`src/rtl/ram_row_loader.sv`:
```
// Packs a stream of feature/y words into RAM rows and writes them to RAM2.
// Ports: CLK/RST, start+num_rows, in_word/in_valid/in_ready, RAM bus, status.
module ram_row_loader #(
  parameter int ADDR_WIDTH   = 4,
  parameter int MAX_FEATURES = 6,
  parameter int WORD_WIDTH   = 16,
  parameter int DATA_WIDTH   = WORD_WIDTH * (MAX_FEATURES + 1)
) (
  input  logic                  CLK,
  input  logic                  RST,
  input  logic                  start,
  input  logic [ADDR_WIDTH:0]   num_rows,
  input  logic [WORD_WIDTH-1:0] in_word,
  input  logic                  in_valid,
  output logic                  in_ready,
  output logic                  bus_own,
  output logic                  we,
  output logic                  oe,
  output logic [ADDR_WIDTH-1:0] addr,
  output logic [DATA_WIDTH-1:0] data_out,
  output logic [ADDR_WIDTH:0]   rows_done,
  output logic                  done
);

  localparam int CW = $clog2(MAX_FEATURES + 1);
  localparam logic [CW-1:0] LAST = CW'(MAX_FEATURES);
  localparam logic [ADDR_WIDTH:0] CAP = {1'b1, {ADDR_WIDTH{1'b0}}};

  typedef enum logic [1:0] {
    IDLE,
    COLLECT,
    WRITE,
    DONE
  } state_t;

  state_t                state_q, state_d;
  logic [ADDR_WIDTH:0]   nrows_q, nrows_d;
  logic [ADDR_WIDTH-1:0] addr_q, addr_d;
  logic [ADDR_WIDTH:0]   rows_done_q, rows_done_d;
  logic [CW-1:0]         wcnt_q, wcnt_d;
  logic [DATA_WIDTH-1:0] data_out_q, data_out_d;
  logic                  in_ready_q, in_ready_d;
  logic                  we_q, we_d;
  logic                  bus_own_q, bus_own_d;
  logic                  done_q, done_d;
  logic [ADDR_WIDTH:0]   clamped;

  always_comb begin
    state_d     = state_q;
    nrows_d     = nrows_q;
    addr_d      = addr_q;
    rows_done_d = rows_done_q;
    wcnt_d      = wcnt_q;
    data_out_d  = data_out_q;
    clamped     = (num_rows > CAP) ? CAP : num_rows;

    unique case (state_q)
      IDLE, DONE: begin
        if (start) begin
          nrows_d     = clamped;
          addr_d      = '0;
          rows_done_d = '0;
          wcnt_d      = '0;
          state_d     = (clamped == '0) ? DONE : COLLECT;
        end
      end
      COLLECT: begin
        if (in_valid && in_ready_q) begin
          for (int k = 0; k <= MAX_FEATURES; k++) begin
            if (wcnt_q == CW'(k)) begin
              data_out_d[WORD_WIDTH*k +: WORD_WIDTH] = in_word;
            end
          end
          if (wcnt_q == LAST) begin
            state_d = WRITE;
          end else begin
            wcnt_d = wcnt_q + 1'b1;
          end
        end
      end
      WRITE: begin
        // addr wraps naturally to 0 after the last row of a full RAM
        addr_d      = addr_q + 1'b1;
        rows_done_d = rows_done_q + 1'b1;
        wcnt_d      = '0;
        state_d     = (rows_done_d == nrows_q) ? DONE : COLLECT;
      end
      default: state_d = IDLE;
    endcase

    // outputs are registered copies of what the next state implies
    in_ready_d = (state_d == COLLECT);
    we_d       = (state_d == WRITE);
    bus_own_d  = (state_d == COLLECT) || (state_d == WRITE);
    done_d     = (state_d == DONE);
  end

  always_ff @(posedge CLK or posedge RST) begin
    if (RST) begin
      state_q     <= IDLE;
      nrows_q     <= '0;
      addr_q      <= '0;
      rows_done_q <= '0;
      wcnt_q      <= '0;
      data_out_q  <= '0;
      in_ready_q  <= 1'b0;
      we_q        <= 1'b0;
      bus_own_q   <= 1'b0;
      done_q      <= 1'b0;
    end else begin
      state_q     <= state_d;
      nrows_q     <= nrows_d;
      addr_q      <= addr_d;
      rows_done_q <= rows_done_d;
      wcnt_q      <= wcnt_d;
      data_out_q  <= data_out_d;
      in_ready_q  <= in_ready_d;
      we_q        <= we_d;
      bus_own_q   <= bus_own_d;
      done_q      <= done_d;
    end
  end

  assign in_ready  = in_ready_q;
  assign bus_own   = bus_own_q;
  assign we        = we_q;
  assign oe        = 1'b0;
  assign addr      = addr_q;
  assign data_out  = data_out_q;
  assign rows_done = rows_done_q;
  assign done      = done_q;

endmodule

```
`config.mk`:
```
export PLATFORM = sky130hd
export DESIGN_NAME = ram_row_loader
export DESIGN_NICKNAME = d
export VERILOG_FILES = /design/src/rtl/ram_row_loader.sv
export SDC_FILE = /design/constraint.sdc
export NUM_CORES = 1
export LEC_CHECK = 0
export ABC_AREA = 1
export CAP_MARGIN = 30
export CORE_ASPECT_RATIO = 1.25
export CORE_MARGIN = 2
export CORE_UTILIZATION = 45
export DETAILED_ROUTE_END_ITERATION = 8
export GPL_TIMING_DRIVEN = 1
export PLACE_DENSITY = 0.76
export SLEW_MARGIN = 20
export SYNTH_ARGS = -nofsm -noshare
export SYNTH_HDL_FRONTEND = slang
export SYNTH_SLANG_ARGS = --single-unit
```
`constraint.sdc`:
```
create_clock -name CLK -period 8.48 [get_ports CLK]
set_clock_uncertainty 0.15 [all_clocks]
set_input_delay 0.848 -clock CLK [delete_from_list [all_inputs] [get_ports CLK]]
set_output_delay 0.848 -clock CLK [all_outputs]
set_load 0.05 [all_outputs]
```
# --- After elaboration in Yosys (flattened, before gate mapping) ---
# Cells that the tools add are included.
totals:
  latch_bits: 0
  out_inout_bits: 126
  romBits: 0
  wordCells: 68
  n_memories: 0
  inputBits: 25
  reg_bits: 135
  ram_bits: 0
op_classes:
  n_bitwise: 0
  addsub: 3
  div: 0
  n_eq_ne: 16
  n_mux: 15
  order_cmp: 1
  reduce_logical: 17
  multipliers: 0
  shift: 0
ops:
  columns: ["operator", "count"]
  rows:
  - ["$reduce_and 3->1", 8]
  - ["$mux 2", 5]
  - ["$mux 5", 2]
  - ["$pmux 5 s2", 1]
  - ["$eq 3x3->1 const B", 3]
  - ["$mux 3", 3]
  - ["$pmux 3 s3", 1]
  - ["$eq 2x2->1 const B", 4]
  - ["$pmux 4 s2", 1]
  - ["$eq 3x2->1 const B", 2]
  - ["$ne 2x2->1 const B", 3]
  - ["$pmux 2 s3", 1]
  - ["$add 5x1->5 const B", 1]
  - ["$eq 5x5->1", 1]
  - ["$gt 5x5->1 const B", 1]
  - ["$logic_not 5->1", 1]
  - ["$add 4x1->4 const B", 1]
  - ["$eq 2x1->1 const B", 2]
  - ["$mux 4", 1]
  - ["$reduce_and 2->1", 2]
  - ["$add 3x1->3 const B", 1]
  - ["$eq 3x1->1 const B", 1]
  - ["$logic_not 3->1", 1]
  - ["$logic_not 2->1", 1]
  - ["other kinds (4)", 4]

# --- Depth between registers and ports, before layout ---
depth:
  word_depth: 8
  depth_mapped: 13

# --- Least setup slack after synthesis ---
# Ideal clock, no wire load.
synth_path:
  path_kind: "register -> register"
  startpoint: "register rows_done_q[0] (netlist: rows_done[0])"
  endpoint: "register bus_own_q (netlist: bus_own)"
  period_less_slack_ps: 2127
  setup_time_ps: 113
  stages_incl_launch_ff: 13
  slack_ps: 6353
  n_path_buf: 0
  arrival_time_ps: 1864
  required_ps: 8217
  cell_sequence: "dfrtp_1 ha_1 nand2_1 nand2_1 nand2_1 nand2_1 nor2_1 nand4_1 nand2_1 nand2_1 nand2_1 ha_1 inv_1"
synth_via:
  elab_chain_len: 6
  word_cells_on_any_way: 7
  classes_between: "add/sub: 1; eq/ne: 3; mux: 2; reduce/logical: 1"
synth_lines:
  columns: ["item", "line", "rtl"]
  rows:
  - ["from (decl)", "39", "logic [ADDR_WIDTH:0] rows_done_q, rows_done_d;"]
  - ["from (signal assigned)", "114", "rows_done_q <= rows_done_d;"]
  - ["$add 5x1->5 *", "84", "rows_done_d = rows_done_q + 1'b1;"]
  - ["$eq 5x5->1 *", "86", "state_d = (rows_done_d == nrows_q) ? DONE : COLLECT;"]
  - ["$mux 2 *", "86", null]
  - ["$pmux 2 s3 *", "57", "unique case (state_q)"]
  - ["$eq 2x1->1 or $eq 2x2->1 (tied branches)", "94", "bus_own_d = (state_d == COLLECT) || (state_d == WRITE);"]
  - ["$logic_or 1x1->1 *", "94", null]
  - ["net bus_own_d", "44", "logic bus_own_q, bus_own_d;"]
  - ["to (signal assigned)", "119", "bus_own_q <= bus_own_d;"]
  - ["to (decl)", "44", null]
# The timed path passes the listed nets; every way through them passes the cells marked *.
# A chain may end at the register's enable or synchronous reset.

# --- Final worst setup path ---
layout_path:
  startpoint: "input port in_valid"
  endpoint: "register bus_own_q (netlist: bus_own)"
layout_via:
  elab_chain_len: 5
  word_cells_on_any_way: 6
  classes_between: "eq/ne: 2; mux: 2; reduce/logical: 2"
layout_lines:
  columns: ["item", "line", "rtl"]
  rows:
  - ["from (decl)", "14", "input logic in_valid,"]
  - ["$logic_and 1x1->1 *", "68", "if (in_valid && in_ready_q) begin"]
  - ["$mux 2 *", "68", null]
  - ["$pmux 2 s3 *", "57", null]
  - ["$eq 2x1->1 or $eq 2x2->1 (tied branches)", "94", null]
  - ["$logic_or 1x1->1 *", "94", null]
  - ["net bus_own_d", "44", null]
# Marked as above.

==> results.py <==
metrics = {
    "global_routing": {
        "grt_antenna_before_repair": 0,
        "use_met3_pct": 5.77,
        "busiest_layer": "met2",
        "grt_pass1_wl_um": 22500,
        "met2_usage_pct": 38.3,
        "grt_pass1_vias": 4319,
        "grt-ovfl-total": 0,
        "grt_max_degree": 85,
        "use_met1_pct": 28.4,
        "grt_use_total_pct": 22.8,
    },
    "job": {
        "max_cap_viol_count": 0,
    },
    "floorplanning": {
        "io_pins": 151,
        "die_area_um2": 12800,
        "die_y_um": 126,
        "design.core.area_um2": 11600,
        "rows": 44,
        "start_util_pct": 46.2,
        "die_x_um": 102,
    },
    "timing": {
        "finalWorstSetupSlack_ns": 5.66,
        "finalCriticalPeriod_ns": 2.82,
        "setup_tns_ns": 0,
        "min_period_over_period_pct": 33.3,
        "slew_violations": 0,
        "hold_viol": 0,
        "setup_viol": 0,
        "maxSlewHeadroom_pct": 38.8,
        "worstMarginPinSlew_ns": 0.916,
        "fmax_ghz": 0.354,
        "rsz0062_at_grt": "no",
    },
    "setup_path": {
        "cp_common_cell": "nand2_1",
        "reg2reg_from": "state_q[1]$_DFF_PP0_",
        "worstSetupStartpointType": "input pin",
        "slowest_stage": "nor2_4",
        "cp.arrival_ns": 3.02,
        "timing.rr.end": "bus_own$_DFF_PP0_",
        "ff2ff_setup_slack_ns": 5.97,
        "crit_path_end_kind": "register",
        "crit_path_max_incr_delay_ns": 0.69,
        "cp_max_fo": 33,
        "crit_chain": "clkdlybuf4s50_1 > nand2_1 > inv_2 > nand3_2 > nor2_4 > a21oi_1 > nand2_1 > nand2_1 > nand2_1 > ha_1 > inv_1",
        "critPathKind": "in2reg",
        "cp.required_ns": 8.68,
        "startpoint": "in_valid",
        "crit_end": "bus_own$_DFF_PP0_",
        "r2r_cells": 10,
    },
    "clocking": {
        "cts_sinks": 135,
        "cts_resized": 0,
        "numCtsBuffers": 17,
        "post-cts-setup-buffer-count": 0,
        "root_buffer": "clkbuf_16",
        "worstSkewPairLatency_ns": 0.41,
        "clock_path_buffers": 2,
        "clkTransAtPathRegs_ns": 0.05,
        "cts_hold_buf": 0,
        "cts_tree": "built",
        "htree_levels": 4,
    },
    "routing": {
        "drtIter0Drc": 211,
        "vias": 4309,
        "vias_per_cell": 5.02,
        "routed_wl_um": 14100,
        "drc": 0,
        "routedWlPerCell_um": 16.5,
        "ant_nets": 0,
        "dr.pass1.iters": 4,
    },
    "yosys": {
        "postSynthAreaPerCell_um2": 10.0,
        "ys_seq_area_share_pct": 62.9,
        "synth_nets": 574,
        "synthCells": 537,
        "netlist_area_um2": 5370,
        "ys_ff_latch": 135,
        "yosysWarnings": 0,
        "synth_cell_type_count": 29,
    },
    "cells_and_area": {
        "areaGrowthSynthToFinish_pct": 41.2,
        "final_cell_mix": "clkdlybuf4s50_1, dfrtp_1, nand2_1",
        "final_layout_size_suffix_gt1_share_pct": 8.90,
        "final_common_cell": "clkdlybuf4s50_1",
        "diodes": 0,
        "fin_nets": 722,
        "final_cells": 858,
        "finish.utilization_pct": 65.2,
    },
    "power_and_ir_drop": {
        "sw_frac_of_total_pct": 45.5,
        "seqPwrFrac_pct": 29.7,
        "ir_worst_vdd_mv": 0.207,
        "p_int_mw": 1.92,
        "leakage_nw": 3.48,
        "power.share.combinational_pct": 48.5,
        "p_sw_mw": 1.60,
        "pwr-share-clk_pct": 21.8,
        "powerDensity_nw_per_um2": 464,
    },
    "placement": {
        "port_buffers": 149,
        "hpwl_um": 9960,
        "gp_congestion": 0.845,
        "dp_worst_setup_slack_ns": 5.23,
        "dp.cells": 826,
    },
    "worst_hold_path": {
        "hold_path.class": "reg2reg",
    },
    "run_status": {
        "status": "complete, no violations",
    },
}
==> synthesized netlist by cell type <==
library cell / number / area (um2)
a21oi_1: 24 / 120
a21oi_2: 14 / 123
a22o_1: 2 / 17.5
a32oi_1: 1 / 8.76
buf_2: 13 / 65.1
buf_4: 2 / 15.0
buf_6: 3 / 33.8
clkbuf_2: 5 / 25.0
conb_1: 1 / 3.75
dfrtp_1: 135 / 3380
ha_1: 12 / 150
inv_1: 42 / 158
inv_2: 3 / 11.3
nand2_1: 114 / 428
nand2_2: 3 / 18.8
nand3_1: 13 / 65.1
nand3_2: 2 / 20.0
nand4_1: 5 / 31.3
nor2_1: 41 / 154
nor2_2: 1 / 6.26
nor2_4: 2 / 22.5
o21ai_0: 86 / 430
o21ai_1: 5 / 25.0
o21ai_2: 1 / 8.76
o22ai_1: 3 / 18.8
o31ai_1: 1 / 7.51
or2_2: 1 / 6.26
xnor2_1: 1 / 8.76
xor2_1: 1 / 8.76
==> routing by layer <==
layer	wire, um	share of wire (%)	vias to the layer above
li1	-	-	2052
met1	5880	42	2058
met2	7060	50	173
met3	852	6.0	26
met4	326	2.3	0
met5	0	0	-
==> critical path, delay by kind of cell <==
kind	cells	cell delay [ns]
AO/OA/AOI/OAI	1	0.12
AND/OR/NAND/NOR	6	1.18
buffers and inverters	3	0.64
adder cells (fa/ha/maj)	1	0.23
==> per-stage QoR <==
stage               hold WS [ns]  cell area [um2]  power [mW]
global route               0.356             7580        3.69
global placement           0.316             6940        2.72
finish                     0.332             7580        3.52
floorplan                  0.346             5370        2.16
detailed placement         0.323             6950        2.76
CTS                        0.336             7560        3.54
==> cell type report <==
cell class | instances | area (um2)
tap | 161 | 201
clock buffer | 18 | 439
clock inverter | 13 | 178
timing repair buffer | 152 | 1530
inverter | 45 | 174
sequential | 135 | 3380
multi-input combinational | 334 | 1680
fill | 920 | 4040
==> how the worst min path moves through the flow <==
stage / slack [ns] / start / endpoint / cells past startpoint
floorplan: 0.35 / nrows_q[0]$_DFFE_PP0P_ / nrows_q[0]$_DFFE_PP0P_ / 1
global placement: 0.32 / data_out[36]$_DFFE_PP0P_ / data_out[36]$_DFFE_PP0P_ / 2
detailed placement: 0.32 / data_out[72]$_DFFE_PP0P_ / data_out[72]$_DFFE_PP0P_ / 2
CTS: 0.34 / data_out[83]$_DFFE_PP0P_ / data_out[83]$_DFFE_PP0P_ / 2
global route: 0.36 / data_out[83]$_DFFE_PP0P_ / data_out[83]$_DFFE_PP0P_ / 2
finish: 0.33 / data_out[83]$_DFFE_PP0P_ / data_out[83]$_DFFE_PP0P_ / 2
==> power by group through the flow <==
stage / clock network, mW / registers [mW] / logic, mW
after global routing: 0.809 / 1.07 / 1.81
after floorplan: 0 / 1.81 / 0.353
final: 0.767 / 1.04 / 1.71
after global placement: 0 / 1.04 / 1.68
after detailed placement: 0 / 1.05 / 1.71
after CTS: 0.775 / 1.04 / 1.72
==> logic make-up after synthesis <==
family | after synthesis | synth area share (%)
compound gates | 137 | 14.1
fa+ha+maj | 12 | 2.80
buf+inv | 68 | 5.73
xor+xnor | 2 | 0.326
other cells | 1 | 0.0698
flops | 135 | 62.9
simple gates | 182 | 14.0
==> flip-flops by register name (all words and copies together) (netlist names) <==
| name | flops |
|---|---|
| addr | 4 |
| bus_own | 1 |
| data_out | 112 |
| done | 1 |
| in_ready | 1 |
| nrows_q | 5 |
| rows_done | 5 |
| state_q | 2 |
| wcnt_q | 3 |
| we | 1 |
Note: power is estimated with default switching activity, not from simulation.
